**config.mk**
```make
export PLATFORM = sky130hd
export DESIGN_NAME = pipe_ctrl_flat
export DESIGN_NICKNAME = d
export VERILOG_FILES = /design/src/rtl/pipe_ctrl_if.sv /design/src/rtl/pipe_ctrl.sv /design/src/flat_wrapper.sv
export SDC_FILE = /design/constraint.sdc
export NUM_CORES = 1
export LEC_CHECK = 0
export ABC_AREA = 0
export ABC_CLOCK_PERIOD_IN_PS = 6400
export CORE_ASPECT_RATIO = 0.6
export CORE_MARGIN = 2
export CORE_UTILIZATION = 50
export CTS_CLUSTER_SIZE = 10
export DETAILED_ROUTE_END_ITERATION = 16
export GPL_TIMING_DRIVEN = 1
export PLACE_DENSITY = 0.86
export SYNTH_ARGS = -nofsm -noshare
export SYNTH_HDL_FRONTEND = slang
export SYNTH_SLANG_ARGS = --single-unit
export TNS_END_PERCENT = 50
```
**constraint.sdc**
```tcl
create_clock -name clk -period 6.4 [get_ports clk]
set_input_delay 0.64 -clock clk [delete_from_list [all_inputs] [get_ports clk]]
set_output_delay 0.64 -clock clk [all_outputs]
set_load 0.05 [all_outputs]
```
**src/rtl/pipe_ctrl_if.sv**
```systemverilog
// Hazard/control bundle between the npc pipeline and its sequencer.
// master: pipeline side (drives hazards); slave: pipe_ctrl.
interface pipe_ctrl_if #(
  parameter int CNT_W   = 32,
  parameter int RADDR_W = 5
);
  logic               ifu_busy;
  logic               exu_busy;
  logic               lsu_busy;
  logic [RADDR_W-1:0] id_rs1;
  logic [RADDR_W-1:0] id_rs2;
  logic               id_use_rs1;
  logic               id_use_rs2;
  logic [RADDR_W-1:0] ex_rd;
  logic               ex_is_load;
  logic               ex_redirect;
  logic               mem_trap;
  logic               wb_ebreak;

  logic               if_ena;
  logic               id_ena;
  logic               ex_ena;
  logic               mem_ena;
  logic               wb_ena;
  logic               id_flush;
  logic               ex_flush;
  logic               mem_flush;
  logic               wb_flush;
  logic [1:0]         pc_sel;
  logic               ifu_kill;
  logic               halted;
  logic [CNT_W-1:0]   stall_cnt;
  logic [CNT_W-1:0]   flush_cnt;

  modport master (
    output ifu_busy, exu_busy, lsu_busy,
    output id_rs1, id_rs2, id_use_rs1, id_use_rs2,
    output ex_rd, ex_is_load, ex_redirect,
    output mem_trap, wb_ebreak,
    input  if_ena, id_ena, ex_ena, mem_ena, wb_ena,
    input  id_flush, ex_flush, mem_flush, wb_flush,
    input  pc_sel, ifu_kill, halted,
    input  stall_cnt, flush_cnt
  );

  modport slave (
    input  ifu_busy, exu_busy, lsu_busy,
    input  id_rs1, id_rs2, id_use_rs1, id_use_rs2,
    input  ex_rd, ex_is_load, ex_redirect,
    input  mem_trap, wb_ebreak,
    output if_ena, id_ena, ex_ena, mem_ena, wb_ena,
    output id_flush, ex_flush, mem_flush, wb_flush,
    output pc_sel, ifu_kill, halted,
    output stall_cnt, flush_cnt
  );
endinterface

```
**src/rtl/pipe_ctrl.sv**
```systemverilog
// Hazard/stall/flush sequencer for the 5-stage npc core.
// Ports: clk, rst_n (async low), bus (pipe_ctrl_if.slave).
module pipe_ctrl #(
  parameter int CNT_W   = 32,
  parameter int RADDR_W = 5
) (
  input logic        clk,
  input logic        rst_n,
  pipe_ctrl_if.slave bus
);

  typedef enum logic [1:0] {
    S_RUN,
    S_DRAIN,
    S_KILL,
    S_HALT
  } state_e;

  state_e           r_state;
  state_e           w_nxt;
  logic [CNT_W-1:0] r_stall;
  logic [CNT_W-1:0] r_flush;

  // ena = {if,id,ex,mem,wb}; flush = {id,ex,mem,wb}
  logic [4:0] w_ena;
  logic [3:0] w_flush;
  logic [1:0] w_pc_sel;
  logic       w_kill;
  logic       w_fev;
  logic       w_load_use;
  logic       w_rs1_hit;
  logic       w_rs2_hit;

  assign w_rs1_hit = bus.id_use_rs1 &&
                     (bus.id_rs1 == bus.ex_rd);
  assign w_rs2_hit = bus.id_use_rs2 &&
                     (bus.id_rs2 == bus.ex_rd);
  assign w_load_use = bus.ex_is_load &&
                      (bus.ex_rd != '0) &&
                      (w_rs1_hit || w_rs2_hit);

  always_comb begin
    w_ena    = 5'b11111;
    w_flush  = 4'b0000;
    w_pc_sel = 2'd0;
    w_kill   = 1'b0;
    w_fev    = 1'b0;
    w_nxt    = r_state;
    if (!rst_n) begin
      w_ena   = 5'b00000;
      w_flush = 4'b1111;
      w_nxt   = S_RUN;
    end else begin
      unique case (r_state)
        S_RUN: begin
          priority case (1'b1)
            bus.wb_ebreak: begin
              w_ena = 5'b00000;
              w_nxt = S_HALT;
            end
            bus.mem_trap && bus.lsu_busy: begin
              w_ena   = 5'b00011;
              w_flush = 4'b0010;
              w_nxt   = S_DRAIN;
            end
            bus.mem_trap: begin
              w_flush  = 4'b1110;
              w_pc_sel = 2'd2;
              w_fev    = 1'b1;
            end
            bus.lsu_busy: begin
              w_ena   = 5'b00001;
              w_flush = 4'b0001;
            end
            bus.exu_busy: begin
              w_ena   = 5'b00011;
              w_flush = 4'b0010;
            end
            bus.ex_redirect: begin
              w_pc_sel = 2'd1;
              w_flush  = 4'b1100;
              w_fev    = 1'b1;
              // response of the in-flight fetch is stale
              if (bus.ifu_busy) begin
                w_kill = 1'b1;
                w_nxt  = S_KILL;
              end
            end
            w_load_use: begin
              w_ena   = 5'b00111;
              w_flush = 4'b0100;
            end
            bus.ifu_busy: begin
              w_ena   = 5'b01111;
              w_flush = 4'b1000;
            end
            default: ;
          endcase
        end
        S_DRAIN: begin
          if (bus.wb_ebreak) begin
            w_ena = 5'b00000;
            w_nxt = S_HALT;
          end else if (bus.lsu_busy) begin
            w_ena   = 5'b00001;
            w_flush = 4'b0001;
          end else begin
            w_flush  = 4'b1110;
            w_pc_sel = 2'd2;
            w_fev    = 1'b1;
            w_nxt    = S_RUN;
          end
        end
        S_KILL: begin
          w_flush = 4'b1000;
          if (bus.ifu_busy) begin
            w_ena  = 5'b01111;
            w_kill = 1'b1;
          end else begin
            w_nxt = S_RUN;
          end
        end
        S_HALT: begin
          w_ena = 5'b00000;
        end
        default: begin
          w_nxt = S_RUN;
        end
      endcase
    end
  end

  always_ff @(posedge clk or negedge rst_n) begin
    if (!rst_n) begin
      r_state <= S_RUN;
      r_stall <= '0;
      r_flush <= '0;
    end else begin
      r_state <= w_nxt;
      if (!w_ena[4] && r_state != S_HALT &&
          r_stall != '1)
        r_stall <= r_stall + 1'b1;
      if (w_fev && r_flush != '1)
        r_flush <= r_flush + 1'b1;
    end
  end

  assign bus.if_ena    = w_ena[4];
  assign bus.id_ena    = w_ena[3];
  assign bus.ex_ena    = w_ena[2];
  assign bus.mem_ena   = w_ena[1];
  assign bus.wb_ena    = w_ena[0];
  assign bus.id_flush  = w_flush[3];
  assign bus.ex_flush  = w_flush[2];
  assign bus.mem_flush = w_flush[1];
  assign bus.wb_flush  = w_flush[0];
  assign bus.pc_sel    = w_pc_sel;
  assign bus.ifu_kill  = w_kill;
  assign bus.halted    = (r_state == S_HALT);
  assign bus.stall_cnt = r_stall;
  assign bus.flush_cnt = r_flush;

endmodule
```
**src/flat_wrapper.sv**
```systemverilog
// flat-port wrapper written by rule: the top's interface ports become plain ports
module pipe_ctrl_flat 
#(
  parameter int CNT_W   = 32,
  parameter int RADDR_W = 5
)
  (clk, rst_n, bus_ifu_busy, bus_exu_busy, bus_lsu_busy, bus_id_rs1, bus_id_rs2, bus_id_use_rs1, bus_id_use_rs2, bus_ex_rd, bus_ex_is_load, bus_ex_redirect, bus_mem_trap, bus_wb_ebreak, bus_if_ena, bus_id_ena, bus_ex_ena, bus_mem_ena, bus_wb_ena, bus_id_flush, bus_ex_flush, bus_mem_flush, bus_wb_flush, bus_pc_sel, bus_ifu_kill, bus_halted, bus_stall_cnt, bus_flush_cnt);
  pipe_ctrl_if #(.CNT_W(CNT_W), .RADDR_W(RADDR_W)) bus_i ();
  input logic clk;
  input logic rst_n;
  input wire logic [$bits(bus_i.ifu_busy)-1:0] bus_ifu_busy;
  input wire logic [$bits(bus_i.exu_busy)-1:0] bus_exu_busy;
  input wire logic [$bits(bus_i.lsu_busy)-1:0] bus_lsu_busy;
  input wire logic [$bits(bus_i.id_rs1)-1:0] bus_id_rs1;
  input wire logic [$bits(bus_i.id_rs2)-1:0] bus_id_rs2;
  input wire logic [$bits(bus_i.id_use_rs1)-1:0] bus_id_use_rs1;
  input wire logic [$bits(bus_i.id_use_rs2)-1:0] bus_id_use_rs2;
  input wire logic [$bits(bus_i.ex_rd)-1:0] bus_ex_rd;
  input wire logic [$bits(bus_i.ex_is_load)-1:0] bus_ex_is_load;
  input wire logic [$bits(bus_i.ex_redirect)-1:0] bus_ex_redirect;
  input wire logic [$bits(bus_i.mem_trap)-1:0] bus_mem_trap;
  input wire logic [$bits(bus_i.wb_ebreak)-1:0] bus_wb_ebreak;
  output wire logic [$bits(bus_i.if_ena)-1:0] bus_if_ena;
  output wire logic [$bits(bus_i.id_ena)-1:0] bus_id_ena;
  output wire logic [$bits(bus_i.ex_ena)-1:0] bus_ex_ena;
  output wire logic [$bits(bus_i.mem_ena)-1:0] bus_mem_ena;
  output wire logic [$bits(bus_i.wb_ena)-1:0] bus_wb_ena;
  output wire logic [$bits(bus_i.id_flush)-1:0] bus_id_flush;
  output wire logic [$bits(bus_i.ex_flush)-1:0] bus_ex_flush;
  output wire logic [$bits(bus_i.mem_flush)-1:0] bus_mem_flush;
  output wire logic [$bits(bus_i.wb_flush)-1:0] bus_wb_flush;
  output wire logic [$bits(bus_i.pc_sel)-1:0] bus_pc_sel;
  output wire logic [$bits(bus_i.ifu_kill)-1:0] bus_ifu_kill;
  output wire logic [$bits(bus_i.halted)-1:0] bus_halted;
  output wire logic [$bits(bus_i.stall_cnt)-1:0] bus_stall_cnt;
  output wire logic [$bits(bus_i.flush_cnt)-1:0] bus_flush_cnt;
  assign bus_i.ifu_busy = bus_ifu_busy;
  assign bus_i.exu_busy = bus_exu_busy;
  assign bus_i.lsu_busy = bus_lsu_busy;
  assign bus_i.id_rs1 = bus_id_rs1;
  assign bus_i.id_rs2 = bus_id_rs2;
  assign bus_i.id_use_rs1 = bus_id_use_rs1;
  assign bus_i.id_use_rs2 = bus_id_use_rs2;
  assign bus_i.ex_rd = bus_ex_rd;
  assign bus_i.ex_is_load = bus_ex_is_load;
  assign bus_i.ex_redirect = bus_ex_redirect;
  assign bus_i.mem_trap = bus_mem_trap;
  assign bus_i.wb_ebreak = bus_wb_ebreak;
  assign bus_if_ena = bus_i.if_ena;
  assign bus_id_ena = bus_i.id_ena;
  assign bus_ex_ena = bus_i.ex_ena;
  assign bus_mem_ena = bus_i.mem_ena;
  assign bus_wb_ena = bus_i.wb_ena;
  assign bus_id_flush = bus_i.id_flush;
  assign bus_ex_flush = bus_i.ex_flush;
  assign bus_mem_flush = bus_i.mem_flush;
  assign bus_wb_flush = bus_i.wb_flush;
  assign bus_pc_sel = bus_i.pc_sel;
  assign bus_ifu_kill = bus_i.ifu_kill;
  assign bus_halted = bus_i.halted;
  assign bus_stall_cnt = bus_i.stall_cnt;
  assign bus_flush_cnt = bus_i.flush_cnt;
  pipe_ctrl #(.CNT_W(CNT_W), .RADDR_W(RADDR_W)) u_core (.clk(clk), .rst_n(rst_n), .bus(bus_i));
endmodule
```
After elaboration in Yosys (flattened, before gate mapping)
Index checks and enable logic that the tools add are counted.

Bits in registers: 66. Input bits: 26.

Add/subtract/negate cells: 2. Equal/unequal tests: 16. Mux-type cells: 65. Reductions and logical operators: 13.

Operators by type and width (number): 32-bit by 1-bit adder with 32-bit output (second input constant) (2); 32-bit inequality test (second input constant) (2); 5-bit two-way mux (11); 4-bit two-way mux (11); 2-bit two-way mux (19); 5-bit by 4-bit inequality test with 1-bit output (second input constant) (5); 5-bit case mux with 4 select lines (1); 1-bit two-way mux (18); 4-bit case mux with 3 select lines (1); 5-bit == test (2); 1-bit logical AND (8); 8-bit AND reduction (1); 2-bit case mux with 3 select lines (1); 5-bit nonzero test (1); 2-bit == test (second input constant) (2); 4-bit by 1-bit inequality test with 1-bit output (second input constant) (1); 4-bit inequality test (second input constant) (1); 1-bit case mux with 2 select lines (2); 2-bit case mux with 2 select lines (1); 3-bit inequality test (second input constant) (1); 2-bit by 1-bit == test with 1-bit output (second input constant) (1); 2-bit zero test (1); 2-bit inequality test (second input constant) (1); 1-bit zero test (1); 1-bit logical OR (1).

Depth between registers and ports, before layout
Gate-level depths: netlist (run 1).

Word-level depth: 16. Mapped depth: 10.

Worst setup path before layout (run 1)
OpenSTA, ideal clock, no wires.

Kind: input to output. Start point: input port bus_ex_rd[1]. End point: output port bus_id_flush. Arrival time: 2.654 ns. Setup slack: 3.106 ns. Cell stages on the path: 5. Path through: or4_1 -> o21ai_0 -> nand2b_1 -> a311oi_1 -> o21ai_0.

Cells in the longest elaborated chain, start to end: 13.

RTL lines: start, declared (line flat_wrapper.sv:18) `input wire logic [$bits(bus_i.ex_rd)-1:0] bus_ex_rd;`; 5-bit == test (on tied branches) (line pipe_ctrl.sv:35, pipe_ctrl.sv:37); 1-bit logical AND (on tied branches) (line pipe_ctrl.sv:34, pipe_ctrl.sv:36); 1-bit logical OR (line pipe_ctrl.sv:40) `(w_rs1_hit || w_rs2_hit);`; 1-bit logical AND (*) (line pipe_ctrl.sv:39) `(bus.ex_rd != '0) &&`; 4-bit two-way mux (*) (7 in a row) (line pipe_ctrl.sv:56) `priority case (1'b1)`; 4-bit case mux with 3 select lines (*) (line pipe_ctrl.sv:54) `unique case (r_state)`; 4-bit two-way mux (*) (line pipe_ctrl.sv:49) `if (!rst_n) begin`; end, declared (line flat_wrapper.sv:28) `output wire logic [$bits(bus_i.id_flush)-1:0] bus_id_flush;`.

Every way passes the cells marked *; elsewhere a longest branch is shown, timed or not.

Worst setup path in the final report (run 1)
Start point: input port bus_wb_ebreak. End point: output port bus_if_ena.

Cells in the longest elaborated chain, start to end: 3.

RTL lines: start, declared (line flat_wrapper.sv:22) `input wire logic [$bits(bus_i.wb_ebreak)-1:0] bus_wb_ebreak;`; 5-bit two-way mux (on tied branches) (line pipe_ctrl.sv:101, pipe_ctrl.sv:56); 5-bit case mux with 4 select lines (*) (line pipe_ctrl.sv:54); 5-bit two-way mux (*) (line pipe_ctrl.sv:49); end, declared (line flat_wrapper.sv:23) `output wire logic [$bits(bus_i.if_ena)-1:0] bus_if_ena;`.

Marks and branches as above.

==> impl_metrics.ini, run 1 <==
[cells_and_area]
fin_area_sq_mm = 0.00504
drive_gt1_share_pct = 6.77
final_nets = 502
syn2layout_area_growth_pct = 39.4
utilization_pct = 73.9
diodes = 0
finalNonFillerCells = 560

[placement]
placed_area_sq_mm = 0.00470
dp.cells = 545
io_buffer_count = 102
hpwl_um = 6590
place.gp.congestion = 0.872

[global_routing]
grt_overflow = 0
antenna_found_initial = 0
grtUsageTotal_pct = 24.4
grt_pass1_wl_um = 15300
grt_pass1_vias = 3136
grt_start_max_net_pins = 81

[floorplan]
dieArea_sq_mm = 0.00795
coreArea_sq_mm = 0.00682
initial_utilization_pct = 53.0
pin_count = 103
die-height_um = 69.9
fp.dieW_um = 114
num_rows = 23

[synth]
synthCells = 364
ys_top_cells_by_area = dfrtp_1 (46%), xnor2_1 (14%), nand4_1 (5.0%), xor2_1 (3.4%), nand3_1 (3.2%)
synth-seq-area-share_pct = 45.7
synth_area_leader_cell = dfrtp_1
synthesis.area_sq_mm = 0.00361
ys_types = 46
syn_nets = 397
synth-seq-cells = 66
avgSynthCellArea_sq_um = 9.93
synth_top_area_share_pct = 45.7
yosys_warnings = 0

[sta]
fmax_ghz = 0.250
hold_viol = 0
period_minus_slack_ns = 4.00
skew_ns = 0.0101
rsz0062_at_grt = false
setup_viol = 0
tns_ns = 0
slew_headroom_pct = 37.7
slew_violations = 0
worst_pin_slew_ns = 0.934
post-route-period-util_pct = 62.5

[setup_path]
r2r-end = u_core.bus.flush_cnt[19]$_DFFE_PN0P_
path_class = input pin to output pin
critPathCaptureType = output pin
worst_ep_arrival_time_ns = 3.36
cp-start-kind = input pin
reg2regPathDepth = 8
worstPathRequired_ns = 5.76
cp_max_fo = 12
r2r_setup_slack_ns = 3.76
worstReg2RegStart = u_core.r_state[0]$_DFFE_PN0P_

[clock_tree]
ctsHtreeMaxLevel = 3
clock_latency_ns = 0.33
numClockSinks = 66
postCtsSetupRepairBufs = 0
cts_tree = built
clockRootBuffer = clkbuf_16
hold_buffers = 0
cts_resized = 0
numCtsBuffers = 9
clk_pin_slew_worst_paths_ns = 0.06
clockBufferDepth = 2

[routing]
wl_per_cell_um = 16.4
via_per_inst = 5.56
dr.pass1.iters = 5
drt-total-wl_um = 9180
routed-via-count = 3113
drc = 0
drt_iter0_drc = 213
ant_nets = 0

[power_and_ir_drop]
leakage_nw = 2.13
power_density_mw_per_mm2 = 324
peakVddDrop_v = 0.000186

[run]
cap_violations = 0

[outcome]
status = complete, no violations

[min_path]
hold_path.class = input pin to async pin
==> area by class of cell <==
class	instances	area (sq um)
clock buffer	9	225
fill	487	1780
sequential	66	1650
tap	87	109
clock inverter	6	115
inverter	15	56.3
timing repair buffer	103	1030
multi-input combinational	274	1850
==> worst max-delay path by stage <==
stage | from | end | slack, ns
2_1_floorplan | bus_ex_rd[1] | bus_id_flush | 3.11
3_5_place_dp | bus_wb_ebreak | bus_if_ena | 2.44
6_report | bus_wb_ebreak | bus_if_ena | 2.40
3_3_place_gp | bus_wb_ebreak | bus_if_ena | 2.52
4_1_cts | bus_wb_ebreak | bus_if_ena | 2.44
5_1_grt | bus_ex_rd[2] | bus_id_ena | 2.26
==> cells by family after synthesis <==
family,after synthesis,synth area share [%]
AO/OA/AOI/OAI,37,6.65
XOR/XNOR,72,17.4
adder cells (fa/ha/maj),7,2.42
buffers and inverters,24,3.01
flip-flops,66,45.7
multiplexers,1,0.312
AND/OR/NAND/NOR,157,24.5
==> metrics by stage <==
stage	hold WS, ns	power, mW	worst slack (ns)
after floorplan	0.344	0.892	3.11
after global placement	0.480	1.06	2.52
after detailed placement	0.481	1.07	2.44
after CTS	0.494	1.64	2.44
after global routing	0.511	1.71	2.26
final	0.468	1.63	2.40
==> metal layers <==
metal | wire length [um] | vias up | track usage, %
met1 | 4350 | 1487 | 34.9
met2 | 4080 | 122 | 35.7
li1 | - | 1489 | -
met5 | 0 | - | 0
met4 | 127 | 0 | 8.54
met3 | 623 | 15 | 6.77
==> layout by cell type, fill, tap and decap left out, types with 8 or more instances in the layout <==
cell,count
nor2_1,20
a21oi_1,15
xnor2_1,58
clkdlybuf4s50_1,101
inv_1,15
o21ai_0,8
clkbuf_16,9
nand4_1,29
nand3_1,23
dfrtp_1,66
nand2_1,29
and3_1,12
xor2_1,14
==> state kept, by name, summed over array words and instances, names as in the netlist <==
register / flops
u_core.bus.flush_cnt: 32
u_core.r_state: 2
u_core.bus.stall_cnt: 32
==> critical path, stage by stage <==
cell             delay [ns]
clkdlybuf4s50_1        0.61
or3b_4                 0.47
a21oi_1                0.25
nor3_1                 0.09
a211oi_2               0.29
and2_1                 0.19
clkdlybuf4s50_1        0.81
==> report_power, final <==
group,internal [mW],total (mW),switching [mW]
Sequential,0.459,0.517,0.0577
Clock,0.380,0.563,0.183
Combinational,0.198,0.554,0.355
Total,1.04,1.63,0.596
==> cell usage after synthesis, drive strengths merged <==
library cell,count
nand2b,3
a211oi,2
xor2,14
inv,15
o31ai,1
a31oi,1
nor2b,4
or3,2
and2,5
o22ai,1
nand3,23
xnor2,58
or3b,1
a21o,1
a211o,1
o41ai,1
dfrtp,66
nor4,5
o21ai,8
a221o,1
nand4,29
nor4b,1
buf,5
nor3,9
a31o,1
o21a,1
nand3b,1
a21bo,1
ha,7
and4,7
nand2,30
a21oi,16
nor2,24
or4,1
and3,12
a311oi,1
clkbuf,4
mux2,1
Power figures use the tool's default switching activity.
==> inputs of run 2 (changes only) <==
--- a/config.mk
+++ b/config.mk
@@ -6,14 +6,14 @@
 export NUM_CORES = 1
 export LEC_CHECK = 0
 export ABC_AREA = 0
-export ABC_CLOCK_PERIOD_IN_PS = 6400
+export ABC_CLOCK_PERIOD_IN_PS = 3400
 export CORE_ASPECT_RATIO = 0.6
 export CORE_MARGIN = 2
-export CORE_UTILIZATION = 50
+export CORE_UTILIZATION = 43
 export CTS_CLUSTER_SIZE = 10
 export DETAILED_ROUTE_END_ITERATION = 16
 export GPL_TIMING_DRIVEN = 1
-export PLACE_DENSITY = 0.86
+export PLACE_DENSITY = 0.79
 export SYNTH_ARGS = -nofsm -noshare
 export SYNTH_HDL_FRONTEND = slang
 export SYNTH_SLANG_ARGS = --single-unit
==> constraint.sdc (replaced) <==
create_clock -name clk -period 3.4 [get_ports clk]
set_input_delay 0.34 -clock clk [delete_from_list [all_inputs] [get_ports clk]]
set_output_delay 0.34 -clock clk [all_outputs]
set_load 0.05 [all_outputs]
==> run 2 against run 1 <==
Compared with the run above:
- count of clock-buffer cells in the layout grew 2
- largest power group is now combinational cells
- critical path type is now flip-flop to output pin
- register-to-register slack worse by 3.0 ns
- sequential share of layout area decreased by 0.14 points
- wire length down 8.0%
- critical endpoint is now bus_pc_sel[0]
==> impl_metrics.ini, run 2 (synthesis results as in run 1) <==
[outcome]
status = complete, no violations

[cells_and_area]
multiInputGateArea_sq_mm = 0.00185
syn2layout_area_growth_pct = 39.9
fill_cells = 669
layout_common_cells = clkdlybuf4s50_1 (96), dfrtp_1 (66), xnor2_1 (58)
drive_gt1_share_pct = 7.79
ff_latch_area_sq_mm = 0.00165
final_common_cell = clkdlybuf4s50_1
final_nets = 505
diodes = 0

[floorplan]
coreArea_sq_mm = 0.00801
pin_count = 103
initial_utilization_pct = 45.1
die-height_um = 75.0
fp.dieW_um = 122
dieArea_sq_mm = 0.00918
num_rows = 25

[setup_path]
worstPathCellList = inv_1, ha_1, nor2b_1, and2_1, and3_1, clkdlybuf4s50_1
cp.buffers_inverters = 2
startpoint = u_core.r_state[1]$_DFFE_PN0P_
crit_slowest_cell = clkdlybuf4s50_1
critPathTopFamily = buffers and inverters
worstPathRequired_ns = 3.06
critPathCaptureType = output pin
path_class = flip-flop to output pin
worstReg2RegStart = u_core.r_state[1]$_DFFE_PN0P_
worst_ep_arrival_time_ns = 2.83
cp_max_fo = 11
cpPeakStageDelay_ns = 0.82
cp-start-kind = flip-flop

[sta]
slew_headroom_pct = 39.8
setup_slack_ns = 0.231
worst_pin_slew_ns = 0.901
setup_viol = 0
period_minus_slack_ns = 3.17
rsz0062_at_grt = false
skew_ns = 0.00426
slew_violations = 0
post-route-period-util_pct = 93.2
fmax_ghz = 0.316
tns_ns = 0
hold_viol = 0

[power_and_ir_drop]
power.total_mw = 2.93
peakVddDrop_v = 0.000336
power_density_mw_per_mm2 = 579
leakage_nw = 2.16

[global_routing]
grt_pass1_vias = 2868
grt_overflow = 0
grtUsageTotal_pct = 19.8
antenna_found_initial = 0
grt_pass1_wl_um = 14000
grt_start_max_net_pins = 35

[routing]
dr.pass1.iters = 5
drc = 0
ant_nets = 0
via_per_inst = 5.24
wl_per_cell_um = 14.5
routed-via-count = 3055
drt_iter0_drc = 187
drt-total-wl_um = 8450

[placement]
place_ws_ns = 0.401
io_buffer_count = 102
hpwl_um = 6400
place.gp.congestion = 0.891

[clock_tree]
numCtsBuffers = 9
clockRootBuffer = clkbuf_16
clock_latency_ns = 0.32
clockBufferDepth = 2
cts_tree = built
numClockSinks = 66
clk_pin_slew_worst_paths_ns = 0.05
postCtsSetupRepairBufs = 0
ctsHtreeMaxLevel = 3

[min_path]
min_from = u_core.bus.flush_cnt[31]$_DFFE_PN0P_
hold_path.class = flip-flop to flip-flop

[run]
cap_violations = 0
-- run 2: cell count changes in the layout (fill, tap and decap cells not counted), moves of 2 or more --
cell,change
clkdlybuf4s50_1,-5
buf_4,+4
buf_12,+2
bufinv_16,-2
clkbuf_8,+2
clkinv_2,+2
-- run 2: area by class of cell --
class / count / share of cell area, %
repair buffers: 106 / 21.1
inverters: 15 / 1.11
clock inverters: 3 / 0.791
clock buffers: 11 / 5.00
multi-input cells: 274 / 36.7
well taps: 108 / 2.67
flip-flops and latches: 66 / 32.6
-- run 2: worst paths after layout --
kind | endpoint | slack (ns) | cells past startpoint
max in group asynchronous | u_core.bus.flush_cnt[14]$_DFFE_PN0P_ | 2.26 | 3
min in group asynchronous | u_core.bus.stall_cnt[19]$_DFFE_PN0P_ | 0.49 | 2
worst min register to register | u_core.bus.flush_cnt[31]$_DFFE_PN0P_ | 0.48 | 1
worst min-delay path | u_core.bus.flush_cnt[31]$_DFFE_PN0P_ | 0.48 | 1
worst max-delay path | bus_pc_sel[0] | 0.23 | 6
worst max register to register | u_core.bus.stall_cnt[1]$_DFFE_PN0P_ | 0.76 | 9
-- run 2: repair_timing --
action / 4_1_cts / 5_1_grt
setup endpoints to repair: 0 / 1
hold endpoints to repair: 24 / 0
resized for setup: 0 / 1
hold buffers: 1 / 0
-- run 2: stage by stage --
step | area, sq um | util, % | cells | hold WS (ns)
2_1_floorplan | 3610 | - | 364 | 0.0444
3_3_place_gp | 4750 | 59.4 | 568 | 0.292
3_5_place_dp | 4750 | 59.4 | 568 | 0.295
4_1_cts | 5060 | 63.1 | 583 | 0.488
5_1_grt | 5060 | 63.2 | 583 | 0.511
6_report | 5060 | 63.2 | 583 | 0.483
-- run 2: metal layers --
layer  GRT usage (%)  share of wire [%]  up-vias  wire length [um]
li1                -                  -     1502                 -
met4            5.11               0.30        0                25
met2            28.3                 42      100              3560
met3            7.73                7.9        4               667
met1            28.4                 50     1449              4190
met5               0                  0        -                 0
-- run 2: report_power, final --
part           total, mW  switching (mW)  internal (mW)  leakage, nW
clock network      0.904           0.309          0.595        0.147
registers          0.967           0.102          0.865        0.876
logic               1.06           0.672          0.386         1.14
